<file path="src/rtl/memp_writeback_packer.sv">
// Packs solver results lane by lane into cluster-wide memP words and writes them at consecutive addresses.
// Optional early-termination port enabled by defining MEMP_WB_FLUSH_EN.
module memp_writeback_packer #(
  parameter int number_of_clusters              = 1,
  parameter int number_of_equations_per_cluster = 9,
  parameter int element_width                   = 32,
  parameter int address_width                   = 20
) (
  input  logic                                                     clk,
  input  logic                                                     rst_n,
  input  logic                                                     start,
  input  logic [address_width-1:0]                                 base_address,
  input  logic                                                     elem_valid,
  input  logic [element_width-1:0]                                 elem_data,
`ifdef MEMP_WB_FLUSH_EN
  input  logic                                                     flush,
`endif
  output logic                                                     elem_ready,
  output logic                                                     write_enable,
  output logic [number_of_equations_per_cluster*element_width-1:0] input_data,
  output logic [address_width-1:0]                                 input_write_address,
  output logic                                                     busy,
  output logic                                                     finish
);

  localparam int N      = number_of_equations_per_cluster;
  localparam int W      = element_width;
  localparam int WORD_W = N * W;
  localparam int LW     = $clog2(N + 1);
  localparam int CW     = (number_of_clusters > 1) ? $clog2(number_of_clusters) : 1;

  localparam logic [LW-1:0] LAST_LANE    = LW'(N - 1);
  localparam logic [CW-1:0] LAST_CLUSTER = CW'(number_of_clusters - 1);

  typedef enum logic [1:0] {
    IDLE,
    FILL,
    WRITE,
    DONE
  } state_t;

  state_t          state;
  logic [LW-1:0]   lane_cnt;
  logic [CW-1:0]   cluster_cnt;
  logic            flushed;

  logic            accept;
  logic            flush_req;
  logic [LW-1:0]   fill_cnt;
  logic [WORD_W-1:0] word_next;

  assign accept = elem_valid && elem_ready;

`ifdef MEMP_WB_FLUSH_EN
  assign flush_req = flush && (state == FILL);
`else
  assign flush_req = 1'b0;
`endif

  // Lanes occupied once this cycle's element (if any) has landed.
  assign fill_cnt = accept ? (lane_cnt + 1'b1) : lane_cnt;

  always_comb begin
    word_next = input_data;
    for (int i = 0; i < N; i++) begin
      if (accept && (lane_cnt == LW'(i))) begin
        word_next[i*W +: W] = elem_data;
      end
      // Earlier clusters leave stale lanes behind, so a flushed word is padded explicitly.
      if (flush_req && (LW'(i) >= fill_cnt)) begin
        word_next[i*W +: W] = '0;
      end
    end
  end

  always_ff @(posedge clk or negedge rst_n) begin
    if (!rst_n) begin
      state               <= IDLE;
      lane_cnt            <= '0;
      cluster_cnt         <= '0;
      flushed             <= 1'b0;
      input_data          <= '0;
      input_write_address <= '0;
      write_enable        <= 1'b0;
      elem_ready          <= 1'b0;
      busy                <= 1'b0;
      finish              <= 1'b0;
    end else begin
      case (state)
        IDLE: begin
          if (start) begin
            input_write_address <= base_address;
            lane_cnt            <= '0;
            cluster_cnt         <= '0;
            flushed             <= 1'b0;
            input_data          <= '0;
            elem_ready          <= 1'b1;
            busy                <= 1'b1;
            state               <= FILL;
          end
        end

        FILL: begin
          if (flush_req) begin
            input_data <= word_next;
            lane_cnt   <= fill_cnt;
            elem_ready <= 1'b0;
            if (fill_cnt == '0) begin
              finish <= 1'b1;
              state  <= DONE;
            end else begin
              flushed      <= 1'b1;
              write_enable <= 1'b1;
              state        <= WRITE;
            end
          end else if (accept) begin
            input_data <= word_next;
            lane_cnt   <= lane_cnt + 1'b1;
            if (lane_cnt == LAST_LANE) begin
              elem_ready   <= 1'b0;
              write_enable <= 1'b1;
              state        <= WRITE;
            end
          end
        end

        WRITE: begin
          write_enable <= 1'b0;
          if (flushed || (cluster_cnt == LAST_CLUSTER)) begin
            finish <= 1'b1;
            state  <= DONE;
          end else begin
            cluster_cnt         <= cluster_cnt + 1'b1;
            input_write_address <= input_write_address + 1'b1;
            lane_cnt            <= '0;
            elem_ready          <= 1'b1;
            state               <= FILL;
          end
        end

        DONE: begin
          finish <= 1'b0;
          busy   <= 1'b0;
          state  <= IDLE;
        end

        default: begin
          state        <= IDLE;
          write_enable <= 1'b0;
          elem_ready   <= 1'b0;
          busy         <= 1'b0;
          finish       <= 1'b0;
        end
      endcase
    end
  end

endmodule

</file>
<file path="config.mk">
export PLATFORM = sky130hd
export DESIGN_NAME = memp_writeback_packer
export DESIGN_NICKNAME = d
export VERILOG_FILES = /design/src/rtl/memp_writeback_packer.sv
export SDC_FILE = /design/constraint.sdc
export NUM_CORES = 1
export LEC_CHECK = 0
export CAP_MARGIN = 20
export CELL_PAD_IN_SITES_DETAIL_PLACEMENT = 1
export CELL_PAD_IN_SITES_GLOBAL_PLACEMENT = 2
export CORE_UTILIZATION = 43
export DETAILED_ROUTE_END_ITERATION = 16
export DONT_BUFFER_PORTS = 1
export PLACE_DENSITY = 0.83
export SYNTH_ARGS = -nofsm -noshare
export SYNTH_HDL_FRONTEND = slang
export SYNTH_SLANG_ARGS = --single-unit
</file>
<file path="constraint.sdc">
create_clock -name clk -period 4 [get_ports clk]
set_input_delay 1 -clock clk [delete_from_list [all_inputs] [get_ports clk]]
set_output_delay 1 -clock clk [all_outputs]
set_load 0.005 [all_outputs]
</file>
==> qor.csv <==
stage;metric;value;unit
clock_tree;cts_buffer_depth;3;
power;p_int;7538;µW
clock_tree;htreeDepth;2;
drt;drt_iter0_markers;606;
timing;worst_slew_margin_rel;38.03;%
power;ir_drop;0.3727;mV
timing;setup_viol;0;
timing;fin_crit_sh;64.63;%
clock_tree;postCtsSetupRepairBufs;0;
placed_design;place_congestion;0.7853;
yosys;syn_area;12840;µm²
floorplan;dieWidth;174.8;µm
clock_tree;insertion_delay;0.51;ns
layout;finish.instance_area;14210;µm²
drt;wl;41.78;mm
power;comb_power_share;21.5;%
timing;fin_ws;1.415;ns
yosys;async_flop_share;100.0;%
worst_setup_path;path_max_fanout;41;
timing;fin_skew;0.01847;ns
drt;wl_per_cell;28.82;µm
layout;drive_gt1_share;9.568;%
floorplan;start_util;44.25;%
timing;clock.fmax;386.8;MHz
floorplan;die-area;30550;µm²
yosys;avgSynthCellArea;12.00;µm²
power;power;11720;µW
clock_tree;clk_pin_slew;0.06;ns
placed_design;dp_hpwl;27.11;mm
clock_tree;cts_root_buf;clkbuf_16;
timing;hold_ws;0.1934;ns
clock_tree;holdBufCountCts;0;
layout;nNetsFinal;1101;
layout;fill_cells;2996;
power;powerDensity;824.7;nW/µm²
clock_tree;clock_sinks;319;
yosys;synth_warnings;0;
clock_tree;cts_resized;0;
floorplan;rows;62;
timing;setup_tns;0;ns
grt;grt_antenna_before_repair;0;
layout;syn_to_final_growth;10.73;%
timing;tightest_slew;0.9262;ns
grt;grt_pass1_vias;9946;
floorplan;core-area;29010;µm²
yosys;yosysTopAreaCell;dfrtp_1;
yosys;synth_nets;1131;
yosys;ys_seq_area_share;62.18;%
yosys;synth_top_area_share;62.18;%
run;maxCapViolCount;0;
yosys;ys.flop_type;dfrtp_1;
yosys;synth_cell_types;55;
placed_design;dp_slack;0.7852;ns
worst_setup_path;worstPathArrival;3.01;ns
grt;grt-ovfl-total;0;
timing;hold_violations;0;
floorplan;ios;368;
grt;grt_max_degree;320;
worst_setup_path;crit_type;flip-flop to flip-flop;
clock_tree;cts_buffers;36;
drt;drc;0;
hold_path;min_path_type;input port to async pin;
drt;ant_nets;0;
layout;final_cell_mix;319 x dfrtp_1, 219 x o2bb2ai_1, 151 x nand2_1, 50 x o21ai_0, 43 x o21ai_1;
power;clkPwrFrac;28.5;%
power;power.leakage;0.005984;µW
floorplan;die_y;174.8;µm
layout;final_common_cell;dfrtp_1;
yosys;synth_edf_count;0;
grt;grt_first_pass_wirelength;64.30;mm
power;p_sw_share;35.69;%
worst_setup_path;worst_setup_path_start_kind;flip-flop;
drt;via_count;9068;
drt;viasPerCell;6.254;
timing;drv_slew;0;
worst_setup_path;critical_path_required;4.42;ns
clock_tree;cts_tree;done;
power;p_seq_share;50.0;%
timing;post-route-min-period;2.585;ns
yosys;netlist_top_cells_area;dfrtp_1 62%, o2bb2ai_1 15%, nand2_1 4.4%, o21ai_0 1.9%, buf_6 1.9%;
yosys;syn_inst;1070;
placed_design;io_buffers;0;
placed_design;place_area;12980;µm²
yosys;synth-seq-cells;319;
worst_setup_path;worstSetupEndpointType;flip-flop;
drt;dr.pass1.iters;4;
layout;antenna_cells;0;
power;switchingPower;4184;µW
timing;rsz0062_at_grt;no;
grt;track_usage;27.49;%
outcome;status;completed;
## worst max-delay path: stages (launching register included)
cell and delay (ns):
dfrtp_1 0.43, buf_4 0.29, inv_2 0.12, nor2_4 0.58, buf_12 0.30, nand3_1 0.43
o2bb2ai_1 0.30
## final timing paths
check | from | end | slack [ns] | cells after the start
setup / recovery | state[0] | input_data[25] | 1.41 | 6
max in group asynchronous | rst_n | input_data[204] | 3.26 | 0
setup reg to reg | state[0] | input_data[25] | 1.41 | 6
hold reg to reg | input_data[100] | input_data[100] | 0.51 | 1
hold / removal | rst_n | input_write_address[8] | 0.19 | 0
min in group clk | input_data[100] | input_data[100] | 0.51 | 1
## cell families after synthesis
family	after synthesis	share of synthesized area, %
buffers and inverters	100	4.620
AND/OR/NAND/NOR	271	9.922
adder cells (fa/ha/maj)	5	0.4873
flip-flops	319	62.18
multiplexers	4	0.3119
AO/OA/AOI/OAI	371	22.48
## synthesized netlist by cell type, types with 2 or more instances
library cell,instances
dfrtp_1,319
o2bb2ai_1,219
nand2_1,152
o21ai_0,50
o21ai_1,43
nand3_1,40
clkbuf_1,34
buf_2,30
buf_6,22
a21oi_1,20
nor2_1,17
nor3_1,8
or2_1,8
a31oi_4,7
inv_1,7
nand4_1,7
o22ai_1,6
ha_1,5
nand2b_1,5
nor4_1,5
and2_1,4
and4_1,4
buf_4,4
mux2i_1,4
or3_1,4
a31oi_1,3
nor2b_1,3
a211oi_1,2
a21o_1,2
a22oi_1,2
a311oi_1,2
and3_1,2
inv_2,2
nor3b_1,2
nor4_2,2
o211ai_1,2
o22a_1,2
o31ai_1,2
o41ai_1,2
## power groups by stage
| stage | Sequential, µW | Clock (µW) | Combinational (µW) |
|---|---|---|---|
| finish | 5860 | 3340 | 2520 |
| global route | 5990 | 3510 | 2790 |
| CTS | 5860 | 3390 | 2540 |
| detailed placement | 5870 | 0 | 2550 |
| global placement | 5870 | 0 | 2400 |
| floorplan | 5320 | 0 | 1950 |
## layout make-up
type / instances / area [µm²] / share of cell area (%)
Timing Repair Buffer: 23 / 217.7 / 1.532
Clock inverter: 8 / 82.58 / 0.5809
Inverter: 9 / 33.78 / 0.2377
Tap cell: 384 / 480.5 / 3.380
Multi-Input combinational cell: 651 / 4289 / 30.17
Sequential cell: 319 / 7983 / 56.16
Clock buffer: 56 / 1129 / 7.939
## state kept, by name, summed over array words and instances (netlist names)
register	cells
state	2
lane_cnt	4
finish	1
input_data	288
busy	1
write_enable	1
elem_ready	1
input_write_address	20
cluster_cnt	1
## per-stage QoR
step	std cells	utilization, %
final	1450	49.00
after global routing	1450	49.00
after CTS	1449	48.90
after detailed placement	1385	44.73
after global placement	1385	44.73
after floorplan	1070	-
## layer usage
| metal | GRT usage [%] | share of wire (%) | wire [µm] | up-vias |
|---|---|---|---|---|
| met5 | 0 | 0 | 0 | - |
| met4 | 9.022 | 3.2 | 1324 | 0 |
| met3 | 9.399 | 9.1 | 3797 | 79 |
| met2 | 43.35 | 46 | 19270 | 345 |
| met1 | 35.50 | 42 | 17390 | 4760 |
| li1 | - | - | - | 3884 |
No activity file was read; power rests on OpenSTA's default activity.
